## config.mk

```make
export PLATFORM = sky130hd
export DESIGN_NAME = vga_bus_source_flat
export DESIGN_NICKNAME = d
export VERILOG_FILES = /design/src/rtl/vga_bus_source_if.sv /design/src/rtl/vga_bus_source.sv /design/src/flat_wrapper.sv
export SDC_FILE = /design/constraint.sdc
export NUM_CORES = 1
export LEC_CHECK = 0
export ABC_CLOCK_PERIOD_IN_PS = 2130
export BUFFER_PORTS_ARGS = -buffer_cell sky130_fd_sc_hd__buf_2
export CELL_PAD_IN_SITES_DETAIL_PLACEMENT = 1
export CELL_PAD_IN_SITES_GLOBAL_PLACEMENT = 1
export CORE_UTILIZATION = 36
export CTS_BUF_LIST = sky130_fd_sc_hd__clkbuf_16
export DETAILED_ROUTE_END_ITERATION = 8
export PLACE_DENSITY_LB_ADDON = 0.3
export SLEW_MARGIN = 20
export SYNTH_ARGS = -nofsm -noshare
export SYNTH_HDL_FRONTEND = slang
export SYNTH_SLANG_ARGS = --single-unit
```

## constraint.sdc

```tcl
create_clock -name clk -period 2.13 [get_ports clk]
set_clock_uncertainty 0.05 [all_clocks]
set_input_delay 0.426 -clock clk [delete_from_list [all_inputs] [get_ports clk]]
set_output_delay 0.426 -clock clk [all_outputs]
set_load 0.05 [all_outputs]
```

## src/rtl/vga_bus_source_if.sv

```systemverilog
// rtl/vga_bus_source_if.sv - VGA pixel bus bundle: advance enable in, packed bus and frame pulse out
interface vga_bus_source_if;
    localparam int VGA_BUS_SIZE = 38;

    logic                    en;
    logic [VGA_BUS_SIZE-1:0] vga_bus_out;
    logic                    frame_start;

    modport master (input en, output vga_bus_out, output frame_start);
    modport slave  (output en, input vga_bus_out, input frame_start);
endinterface

```

## src/rtl/vga_bus_source.sv

```systemverilog
// rtl/vga_bus_source.sv - 800x600@60 VGA timing origin; `VGA_TEST_PATTERN_EN adds 8 colour bars
module vga_bus_source #(
    parameter int H_ACTIVE = 800,
    parameter int H_FP     = 40,
    parameter int H_SYNC   = 128,
    parameter int H_BP     = 88,
    parameter int V_ACTIVE = 600,
    parameter int V_FP     = 1,
    parameter int V_SYNC   = 4,
    parameter int V_BP     = 23
) (
    input  logic               clk,
    input  logic               rst,
    vga_bus_source_if.master   vga
);
    localparam int H_TOTAL  = H_ACTIVE + H_FP + H_SYNC + H_BP;
    localparam int V_TOTAL  = V_ACTIVE + V_FP + V_SYNC + V_BP;
    localparam int HS_START = H_ACTIVE + H_FP;
    localparam int HS_END   = HS_START + H_SYNC;
    localparam int VS_START = V_ACTIVE + V_FP;
    localparam int VS_END   = VS_START + V_SYNC;

    logic [10:0] h_cnt, v_cnt, h_nxt, v_nxt;
    logic        hsync, hblnk, vsync, vblnk;
    logic        hsync_nxt, hblnk_nxt, vsync_nxt, vblnk_nxt;
    logic [11:0] rgb, rgb_nxt;
    logic        frame_start_q, frame_start_nxt;
    logic        line_wrap;

    // Sync/blank derive from the next counts so every field lands on the same edge.
    always_comb begin
        h_nxt     = h_cnt;
        v_nxt     = v_cnt;
        line_wrap = (h_cnt == 11'(H_TOTAL - 1));
        if (vga.en) begin
            h_nxt = line_wrap ? 11'd0 : h_cnt + 11'd1;
            if (line_wrap)
                v_nxt = (v_cnt == 11'(V_TOTAL - 1)) ? 11'd0 : v_cnt + 11'd1;
        end
        hblnk_nxt       = (h_nxt >= 11'(H_ACTIVE));
        vblnk_nxt       = (v_nxt >= 11'(V_ACTIVE));
        hsync_nxt       = (h_nxt >= 11'(HS_START)) && (h_nxt < 11'(HS_END));
        vsync_nxt       = (v_nxt >= 11'(VS_START)) && (v_nxt < 11'(VS_END));
        frame_start_nxt = vga.en && (h_nxt == 11'd0) && (v_nxt == 11'd0);
    end

`ifdef VGA_TEST_PATTERN_EN
    localparam int BAR_W = H_ACTIVE / 8;

    logic [10:0] sub_cnt, sub_nxt;
    logic [2:0]  bar_cnt, bar_nxt;

    // Bar index tracks hcount / BAR_W incrementally; it is reset on every line wrap.
    always_comb begin
        sub_nxt = sub_cnt;
        bar_nxt = bar_cnt;
        if (vga.en) begin
            if (line_wrap) begin
                sub_nxt = 11'd0;
                bar_nxt = 3'd0;
            end else if (sub_cnt == 11'(BAR_W - 1)) begin
                sub_nxt = 11'd0;
                bar_nxt = bar_cnt + 3'd1;
            end else begin
                sub_nxt = sub_cnt + 11'd1;
            end
        end
        rgb_nxt = (hblnk_nxt || vblnk_nxt) ? 12'h000
                : {{4{bar_nxt[2]}}, {4{bar_nxt[1]}}, {4{bar_nxt[0]}}};
    end

    always_ff @(posedge clk or negedge rst) begin
        if (!rst) begin
            sub_cnt <= '0;
            bar_cnt <= '0;
        end else begin
            sub_cnt <= sub_nxt;
            bar_cnt <= bar_nxt;
        end
    end
`else
    assign rgb_nxt = 12'h000;
`endif

    always_ff @(posedge clk or negedge rst) begin
        if (!rst) begin
            h_cnt         <= '0;
            v_cnt         <= '0;
            hsync         <= 1'b0;
            hblnk         <= 1'b0;
            vsync         <= 1'b0;
            vblnk         <= 1'b0;
            rgb           <= '0;
            frame_start_q <= 1'b0;
        end else begin
            h_cnt         <= h_nxt;
            v_cnt         <= v_nxt;
            hsync         <= hsync_nxt;
            hblnk         <= hblnk_nxt;
            vsync         <= vsync_nxt;
            vblnk         <= vblnk_nxt;
            rgb           <= rgb_nxt;
            frame_start_q <= frame_start_nxt;
        end
    end

    assign vga.vga_bus_out = {h_cnt, hsync, hblnk, v_cnt, vsync, vblnk, rgb};
    assign vga.frame_start = frame_start_q;
endmodule
```

## src/flat_wrapper.sv

```systemverilog
// flat-port wrapper written by rule: the top's interface ports become plain ports
module vga_bus_source_flat 
#(
    parameter int H_ACTIVE = 800,
    parameter int H_FP     = 40,
    parameter int H_SYNC   = 128,
    parameter int H_BP     = 88,
    parameter int V_ACTIVE = 600,
    parameter int V_FP     = 1,
    parameter int V_SYNC   = 4,
    parameter int V_BP     = 23
)
  (clk, rst, vga_en, vga_vga_bus_out, vga_frame_start);
  vga_bus_source_if vga_i ();
  input  logic clk;
  input  logic rst;
  input wire logic [$bits(vga_i.en)-1:0] vga_en;
  output wire logic [$bits(vga_i.vga_bus_out)-1:0] vga_vga_bus_out;
  output wire logic [$bits(vga_i.frame_start)-1:0] vga_frame_start;
  assign vga_i.en = vga_en;
  assign vga_vga_bus_out = vga_i.vga_bus_out;
  assign vga_frame_start = vga_i.frame_start;
  vga_bus_source #(.H_ACTIVE(H_ACTIVE), .H_FP(H_FP), .H_SYNC(H_SYNC), .H_BP(H_BP), .V_ACTIVE(V_ACTIVE), .V_FP(V_FP), .V_SYNC(V_SYNC), .V_BP(V_BP)) u_core (.clk(clk), .rst(rst), .vga(vga_i));
endmodule
```

==> metrics.txt, run 1 <==
Clk pin slew, worst setup/hold paths=around 0.080 ns; vias in the first global route=about 1,700; min Tclk post-route=between 2 and 2.5 ns; Skew-Pair Late Insertion Delay=0.27 ns; Leak Pwr=1.15 nW; CTS tree=built; Post-synth ARST share=100%; Worst Setup Slack, final=-0.208 ns; FP Rows=24; HPWL after DPL=3810 µm; Sequential Power Share=33.4%; final std cells w/o fill=roughly 290; # IOs=42; filler instances=approximately 530; layout cell share with drive strength beyond 1=45.3%; Least-Margin Pin Slew=0.640 ns; CTS Buf Count=3; routed length per instance=between 20 and 25 µm; power per cell area=around 850 nW/µm²; unrepaired setup endpoints after global routing=true; min-delay worst type=primary input to async pin; initial DRC count=80; DR pass1 iterations=6; DRC violations left=8; Die W=70.5 µm; Die Ht=approximately 70 µm; Buffers on Ports=29; Placed Cells=280; top cells by area, synth=dfrtp_1 (40%), buf_4 (7.1%), xnor2_1 (4.7%); H-tree Lvls=1; global route total overflow=0; violated checks=design-rule violations, negative setup slack; Global Route Usage Sum=23.2%; Internal=roughly 1.1 mW; switch share=a little over two fifths; share of the synthesized area in the top cell type=between 40% and 50%; Slew Limit Fails=0; Initial Utilization=a little under two fifths; status=finished, violations left; Sw Pwr=around 0.83 mW; Synth Flop Type=dfrtp_1; area of the core=~4400 µm²; Post-synth EDFFs=0; post-synthesis cell area=approximately 1700 µm²; Comb power frac=42.6%; Routed WL=5790 µm; syn_area_per_cell=~9.5 µm²; Slew headroom=57.3%; Via-to-Cell Ratio=~5.5; Design Area, Final=~2300 µm²; crit path capture type=register; Peak supply drop=approximately 0.72 mV; # nets final=approximately 240; Clock Tree Buf Depth=2; Arr. time, crit path=about 2.5 ns; global-route wire length before repair=around 9000 µm; Clock power frac=a little under a quarter; Final Hold Fails=0; Worst setup SP type=register; Fmax=between 0.4 and 0.5 GHz; Root Buffer=clkbuf_16; final setup violation count=3; Yosys reg bits=27; Max FO, Critical Path=7; fin crit share=110%; Antenna Nets Post-Route=0; routability congestion estimate=~0.88; total number of vias=1,571; die area=4970 µm²; # Max-Cap Violations=0; Seq/Total Area, Yosys=roughly two fifths; total power=slightly below 2 mW; pre-CTS WS=-0.155 ns; required time worst endpoint=2.29 ns; CP Class=register to register; Area Growth Syn to Fin=35.1%; Antenna Cells=0; number of library cell types mapped by synthesis=50; Gate Count Post-Synth=177; largest net degree at the start of global routing=28; Area after DPL=around 2000 µm²; initial antenna violation count=0; yosys warns=0; top cell type by total area after synthesis=dfrtp_1; CTS Sinks=27
-- cell usage after synthesis (2+ instances only) --
cell type	number
o21ai_0	4
xor2_1	9
buf_6	2
and3_1	4
nand4_1	5
a22oi_1	2
inv_1	7
nand2b_1	3
nor2_1	13
or3_1	3
xnor2_1	9
buf_4	16
mux2i_1	2
and4_1	2
nor3_1	2
nand3_1	12
dfrtp_1	27
nor2b_1	2
a31oi_1	2
clkbuf_1	4
o21ai_2	2
ha_1	2
nand2_1	16
-- per-stage QoR --
step           TNS [ns]  hold slack [ns]  utilization [%]
4_1_cts          -0.301            0.145             49.4
5_1_grt          -0.567            0.168             51.3
6_report         -0.351            0.123             51.3
2_1_floorplan    -0.507           0.0804                -
3_3_place_gp     -0.257            0.422             45.8
3_5_place_dp     -0.426            0.431             45.8
-- registers in the layout, summed over array words and instances, names as in the netlist --
register	count
u_core.vga.frame_start	1
u_core.h_cnt	11
u_core.hblnk	1
u_core.hsync	1
u_core.vsync	1
u_core.vblnk	1
u_core.v_cnt	11
-- final cells by class --
class,count,area [µm²],area share (%)
multi-input combinational,130,981,43.0
clock inverter,1,8.76,0.384
clock buffer,3,75.1,3.29
tap,52,65.1,2.85
timing repair buffer,68,438,19.2
inverter,7,26.3,1.15
sequential,27,687,30.1
-- metal layers --
| layer | GRT usage [%] | share of wire, % | wire [µm] | vias to the layer above |
|---|---|---|---|---|
| li1 | - | - | - | 701 |
| met1 | 28.6 | 42 | 2450 | 812 |
| met2 | 41.5 | 52 | 3030 | 48 |
| met3 | 3.46 | 3.1 | 181 | 10 |
| met4 | 7.26 | 2.2 | 127 | 0 |
| met5 | 0 | 0 | 0 | - |
-- layout by cell type (no fill, tap or decap), types with 2 or more instances in the layout --
master and instances:
ha_1 2, nor3_1 2, nor2_1 12, nand3_2 2, dfrtp_1 18, nor2b_1 2, clkbuf_16 3, mux2i_1 2
nor4_2 2, buf_2 29, xnor2_1 9, nand4_1 5, nand3_1 10, dfrtp_2 9, inv_1 7, nand2b_1 3
xor2_1 8, and4_1 2, or3_1 2, a22oi_1 2, o21ai_0 4, a31oi_4 2, buf_4 39, and3_1 4
nand2_1 15, conb_1 12, o21ai_4 3
-- path summary, 6_finish.rpt --
kind,from,to,slack (ns),cells after the start
setup reg to reg,u_core.v_cnt[7],u_core.vga.frame_start,-0.21,6
setup / recovery,u_core.v_cnt[7],u_core.vga.frame_start,-0.21,6
max in group asynchronous,rst,u_core.v_cnt[8],1.45,1
min in group clk,vga_en,u_core.h_cnt[0],0.52,4
hold / removal,rst,u_core.v_cnt[5],0.12,1
hold reg to reg,u_core.h_cnt[4],u_core.h_cnt[4],0.52,1
-- power groups by stage --
| stage | Combinational (mW) | Clock, mW | Sequential (mW) |
|---|---|---|---|
| 6_report | 0.825 | 0.464 | 0.648 |
| 3_5_place_dp | 0.785 | 0 | 0.656 |
| 2_1_floorplan | 0.308 | 0 | 0.891 |
| 3_3_place_gp | 0.746 | 0 | 0.643 |
| 5_1_grt | 0.872 | 0.488 | 0.655 |
| 4_1_cts | 0.804 | 0.472 | 0.646 |
-- logic make-up (layout without fill, tap and decap cells) --
kind of cell	after synthesis	count (layout)	share of synthesized area, %
XOR/XNOR	18	18	9.34
other	1	12	0.222
AO/OA/AOI/OAI	19	19	9.49
buffers and inverters	31	79	12.0
flip-flops	27	27	40.0
AND/OR/NAND/NOR	77	77	26.2
multiplexers	2	2	1.19
adder cells (fa/ha/maj)	2	2	1.48
-- timing repair --
item,CTS,global route
hold buffers,0,0
gates cloned,0,0
pin swaps,7,2
endpoints found under the setup margin,4,3
gates resized for setup,13,13
setup buffers,1,4
-- worst max-delay path, stage by stage, from the launching register on --
cell,delay (ns)
dfrtp_2,0.40
or4b_4,0.52
or4_4,0.56
a21oi_4,0.22
o21ai_4,0.10
nor3_1,0.20
and4b_1,0.22
Power figures use the tool's default switching activity.
==> run 2: changes to the inputs <==
--- a/config.mk
+++ b/config.mk
@@ -5,11 +5,12 @@
 export SDC_FILE = /design/constraint.sdc
 export NUM_CORES = 1
 export LEC_CHECK = 0
+export ABC_AREA = 1
 export ABC_CLOCK_PERIOD_IN_PS = 2130
 export BUFFER_PORTS_ARGS = -buffer_cell sky130_fd_sc_hd__buf_2
 export CELL_PAD_IN_SITES_DETAIL_PLACEMENT = 1
 export CELL_PAD_IN_SITES_GLOBAL_PLACEMENT = 1
-export CORE_UTILIZATION = 36
+export CORE_UTILIZATION = 34
 export CTS_BUF_LIST = sky130_fd_sc_hd__clkbuf_16
 export DETAILED_ROUTE_END_ITERATION = 8
 export PLACE_DENSITY_LB_ADDON = 0.3
==> metrics.txt, run 2 <==
status=finished clean; Clock power frac=roughly a fifth; Least-Margin Pin Slew=0.637 ns; share of the synthesized area in the top cell type=between 30% and 40%; Global Route Usage Sum=a little under a fifth; Fmax=between 0.4 and 0.5 GHz; largest net degree at the start of global routing=28; Clock Tree Buf Depth=2; HPWL after DPL=between 3000 and 4000 µm; Skew-Pair Late Insertion Delay=about 0.26 ns; Synth Area in Compound Gates=under 10%; Slew headroom=about 58%; commonest non-fill, non-tap cells in the layout=nand2_1 (58), inv_1 (41), nor2_1 (30), buf_2 (29), buf_4 (22); Placed Cells=372; final std cells w/o fill=between 300 and 400; largest family of logic cells by synthesized area=simple AND/OR/NAND/NOR gates; Sequential Power Share=between 30% and 40%; Die Ht=between 70 and 80 µm; Peak supply drop=about 0.5 mV; Buffers on Ports=29; routability congestion estimate=about 0.84; Die W=approximately 75 µm; initial DRC count=68; pre-CTS WS=around 0.017 ns; Initial Utilization=about a third; Comb power frac=approximately 51%; top-count cell post-synth=nand2_1; FF+latch area=684 µm²; top cells by area, synth=dfrtp_1 (38%), nand2_1 (13%), inv_1 (9.0%); min Tclk post-route=~2.1 ns; power per cell area=~1000 nW/µm²; crit path capture type=register; Yosys reg bits=27; Slew Limit Fails=0; setup TNS=0 ns; syn_area_per_cell=6.92 µm²; Antenna Nets Post-Route=0; CTS Buf Count=3; Core Util, Final=a little under half; Post-synth top cells=nand2_1 (62), inv_1 (43), nor2_1 (38); H-tree Lvls=1; Clk pin slew, worst setup/hold paths=roughly 0.07 ns; Area Growth Syn to Fin=29.0%; Hold Slack=between 0.1 and 0.15 ns; global route total overflow=0; Worst setup SP type=register; min-delay worst type=primary input to async pin; Antenna Cells=0; DRC violations left=0; Max FO, Critical Path=6; Post-synth EDFFs=0; Leak Pwr=between 1 and 1.5 nW; area of the core=a little over 5000 µm²; yosys warns=0; post-synthesis cell area=between 1500 and 2000 µm²; Final Hold Fails=0; required time worst endpoint=around 2.2 ns; filler instances=a little under 700; final setup violation count=0; fin crit share=between 90 and 100%; CTS tree=built; Routed WL=5210 µm; fraction of the mapped netlist area in adder cells=1.39%; vias in the first global route=roughly 1,700; Post-CTS Hold Buffers=0; Via-to-Cell Ratio=approximately 4.7; FP Rows=26; die area=roughly 5600 µm²; CP Class=register to register; Worst Setup Slack, final=roughly 0.077 ns; routed length per instance=around 14 µm; Synth Flop Type=dfrtp_1; Sw Pwr=1.14 mW; Largest regs=u_core.h_cnt (11), u_core.v_cnt (11); # Max-Cap Violations=0; switch share=approximately 49%; initial antenna violation count=0; Synth Area in XOR/XNOR=slightly below 2%; Synth Area in Simple Gates=about 36%; CTS Sinks=27; Gate Count Post-Synth=260; commonest non-fill, non-tap cell in the layout=nand2_1; Root Buffer=clkbuf_16; Internal=1.21 mW; multiplexer share of the synthesized area=0%; Seq/Total Area, Yosys=37.5%; number of library cell types mapped by synthesis=27; area of the multi-input gates=966 µm²; layout cell share with drive strength beyond 1=between 30% and 40%; top cell type by total area after synthesis=dfrtp_1; Arr. time, crit path=between 2 and 2.5 ns; Post-synth ARST share=100%; global-route wire length before repair=between 8000 and 9000 µm; total number of vias=1,774; DR pass1 iterations=4; # nets final=316; # IOs=42
## run 2: cell type report
type	count	share of cell area, %
clock inverters	1	0.162
repair buffers	53	14.3
well taps	70	3.77
inverters	46	7.44
flip-flops and latches	27	29.5
clock buffers	3	3.23
multi-input cells	180	41.6
## run 2: layer usage
| layer | vias up | global-route usage [%] | part of all wire [%] |
|---|---|---|---|
| li1 | 868 | - | - |
| met1 | 864 | 25.6 | 47 |
| met2 | 36 | 32.7 | 49 |
| met3 | 6 | 2.14 | 2.5 |
| met4 | 0 | 5.03 | 1.1 |
| met5 | - | 0 | 0 |
## run 2: repair_timing
action,in CTS,in global routing
buffers inserted,1,4
endpoints found under the setup margin,1,5
resized for setup,1,34
pin swaps,1,9
## run 2: path summary, 6_finish.rpt
| kind | to | cells after the start | slack [ns] | startpoint |
|---|---|---|---|---|
| worst min-delay path | u_core.v_cnt[8] | 1 | 0.13 | rst |
| max in group asynchronous | u_core.v_cnt[0] | 1 | 1.45 | rst |
| worst min register to register | u_core.h_cnt[4] | 2 | 0.54 | u_core.h_cnt[4] |
| worst max register to register | u_core.vblnk | 12 | 0.08 | u_core.h_cnt[1] |
| worst max-delay path | u_core.vblnk | 12 | 0.08 | u_core.h_cnt[1] |
| min in group clk | u_core.h_cnt[4] | 2 | 0.54 | u_core.h_cnt[4] |
## run 2: power by group through the flow
stage,registers [mW],logic [mW],clock network (mW)
after floorplan,1.06,0.447,0
after detailed placement,0.718,1.08,0
after global routing,0.739,1.28,0.471
after global placement,0.712,1.07,0
after CTS,0.708,1.09,0.457
final,0.721,1.19,0.444
## run 2: critical path: stages (launching register included)
cell and delay (ns):
dfrtp_2 0.39, ha_4 0.15, nand2_2 0.07, nor2_4 0.13, nand3_4 0.12, buf_6 0.14, or2_4 0.29, nand2_2 0.10
nor2_2 0.05, nand2_2 0.06, nor2_2 0.04, and2_4 0.14, or2_1 0.19
## run 2: cells by family (layout without fill, tap and decap cells)
kind of cell    after synthesis  in the layout
simple gates                144            144
buf+inv                      64            103
flops                        27             27
compound gates               18             18
xor+xnor                      4              4
fa+ha+maj                     2              2
other cells                   1             12
## run 2: through the flow
step / total power [mW] / instance area (µm²)
2_1_floorplan: 1.50 / 1850
4_1_cts: 2.25 / 2180
6_report: 2.35 / 2320
3_5_place_dp: 1.80 / 2090
3_3_place_gp: 1.78 / 2090
5_1_grt: 2.49 / 2320
==> run 3: changes to the inputs <==
--- a/config.mk
+++ b/config.mk
@@ -14,6 +14,7 @@
 export CTS_BUF_LIST = sky130_fd_sc_hd__clkbuf_16
 export DETAILED_ROUTE_END_ITERATION = 8
 export PLACE_DENSITY_LB_ADDON = 0.3
+export SETUP_SLACK_MARGIN = 0.2
 export SLEW_MARGIN = 20
 export SYNTH_ARGS = -nofsm -noshare
 export SYNTH_HDL_FRONTEND = slang
==> metrics.txt, run 3 (same netlist as run 2, synthesis figures left out) <==
status=finished clean; routed length per instance=between 10 and 15 µm; commonest non-fill, non-tap cell in the layout=nand2_1; crit path cell chain=ha_4, nand2_4, nor2_4, nand3_4, buf_6, nor2_4, nand2_1, nand2_1, nand2_2, nand2_2, nor2_2, and2_4, or2_1; Fmax=0.485 GHz; Initial Utilization=35.3%; Area Growth Syn to Fin=37.2%; Area after DPL=between 2000 and 2500 µm²; vias in the first global route=about 1,700; Post-CTS Hold Buffers=0; Root Buffer=clkbuf_16; Final Hold Fails=0; DRC violations left=0; Die Ht=74.8 µm; Max FO, Critical Path=7; Clock Tree Buf Depth=2; Leak Pwr=~1.2 nW; routability congestion estimate=about 0.78; Worst path max stage delay=about 0.40 ns; Arr. time, crit path=2.16 ns; unrepaired setup endpoints after global routing=true; H-tree Lvls=1; Antenna Cells=0; FP Rows=26; initial DRC count=roughly 70; fin crit share=between 90% and 100%; CTS Buf Count=3; HPWL after DPL=3700 µm; total number of vias=1,758; # nets final=about 320; Clk pin slew, worst setup/hold paths=approximately 0.07 ns; Routed WL=5390 µm; Peak supply drop=approximately 0.61 mV; # IOs=42; min Tclk post-route=2.06 ns; Design Area, Final=2470 µm²; setup TNS=0 ns; die area=roughly 5600 µm²; Antenna Nets Post-Route=0; crit path capture type=register; Worst setup SP type=register; Skew-Pair Late Insertion Delay=between 0.2 and 0.3 ns; area of the core=about 5100 µm²; global route total overflow=0; CP Class=register to register; Via-to-Cell Ratio=around 4.6; Largest regs=u_core.h_cnt (11), u_core.v_cnt (11); global-route wire length before repair=8200 µm; filler instances=around 650; CTS tree=built; total power=around 2.5 mW; Slew headroom=about three fifths; Buffers on Ports=29; commonest non-fill, non-tap cells in the layout=nand2_1 (53), inv_1 (42), buf_2 (29), nor2_1 (24), buf_4 (21); # Max-Cap Violations=0; final setup violation count=0; initial antenna violation count=0; DR pass1 iterations=4; Least-Margin Pin Slew=0.610 ns; Die W=about 75 µm; Slew Limit Fails=0; power per cell area=1030 nW/µm²; required time worst endpoint=~2.2 ns; FF+latch area=between 600 and 700 µm²; critical path's slowest cell=dfrtp_2; layout cell share with drive strength beyond 1=around 44%; largest net degree at the start of global routing=28; CTS Sinks=27; area of the multi-input gates=about 1100 µm²; Core Util, Final=approximately half; min-delay worst type=primary input to async pin; Global Route Usage Sum=between 10% and 20%
run 3: cell types whose count changed in the layout (fill, tap and decap cells not counted), moves of 2 or more:
cell	previous run	this run
nand3_1	21	14
nor2_4	4	10
dfrtp_1	20	9
dfrtp_2	7	18
nand3_2	1	9
nor2_1	30	24
nand2_4	0	2
inv_2	6	4
nand2_2	8	11
nand2_1	58	53
run 3: path summary, 6_finish.rpt:
check | end | slack (ns) | cells after the start | start
min in group clk | u_core.h_cnt[4] | 0.53 | 2 | u_core.h_cnt[4]
setup / recovery | u_core.vblnk | 0.07 | 13 | u_core.h_cnt[1]
max in group asynchronous | u_core.v_cnt[5] | 1.48 | 1 | rst
hold / removal | u_core.vga.frame_start | 0.12 | 1 | rst
setup reg to reg | u_core.vblnk | 0.07 | 13 | u_core.h_cnt[1]
hold reg to reg | u_core.h_cnt[4] | 0.53 | 2 | u_core.h_cnt[4]
run 3: cell type report:
type | count | share of cell area, %
Tap cell | 70 | 3.55
Inverter | 46 | 7.09
Clock inverter | 1 | 0.152
Timing Repair Buffer | 53 | 13.6
Clock buffer | 3 | 3.04
Multi-Input combinational cell | 181 | 44.3
Sequential cell | 27 | 28.3
run 3: timing repair:
action / in CTS / in global routing
buffers inserted: 10 / 6
endpoints found under the setup margin: 3 / 5
pin swaps: 16 / 13
cloned: 1 / 0
resized for setup: 30 / 28
run 3: worst max-delay path, delay by kind of cell, from the launching register on:
kind                     cells  cell delay, ns
flip-flops                   1            0.40
adder cells (fa/ha/maj)      1            0.17
buffers and inverters        1            0.18
AND/OR/NAND/NOR             11            1.14
run 3: metal layers:
metal	vias to the layer above	global-route usage, %	part of all wire (%)
met5	-	0	0
met4	0	6.92	1.2
met3	7	2.28	2.0
met2	38	34.2	51
met1	842	25.4	46
li1	871	-	-
run 3: where the power goes:
group | switching (mW) | total (mW) | leakage [nW] | internal (mW)
combinational | 0.949 | 1.36 | 0.891 | 0.407
sequential | 0.111 | 0.745 | 0.284 | 0.633
clock | 0.183 | 0.434 | 0.0423 | 0.252
total | 1.24 | 2.54 | 1.22 | 1.29
run 3: through the flow:
step	setup slack [ns]	hold slack, ns	std cells
after detailed placement	-0.0784	0.430	360
after CTS	0.144	0.148	375
final	0.0661	0.120	381
after floorplan	0.0806	0.0804	271
after global routing	-0.0319	0.178	381
after global placement	-0.0242	0.417	360
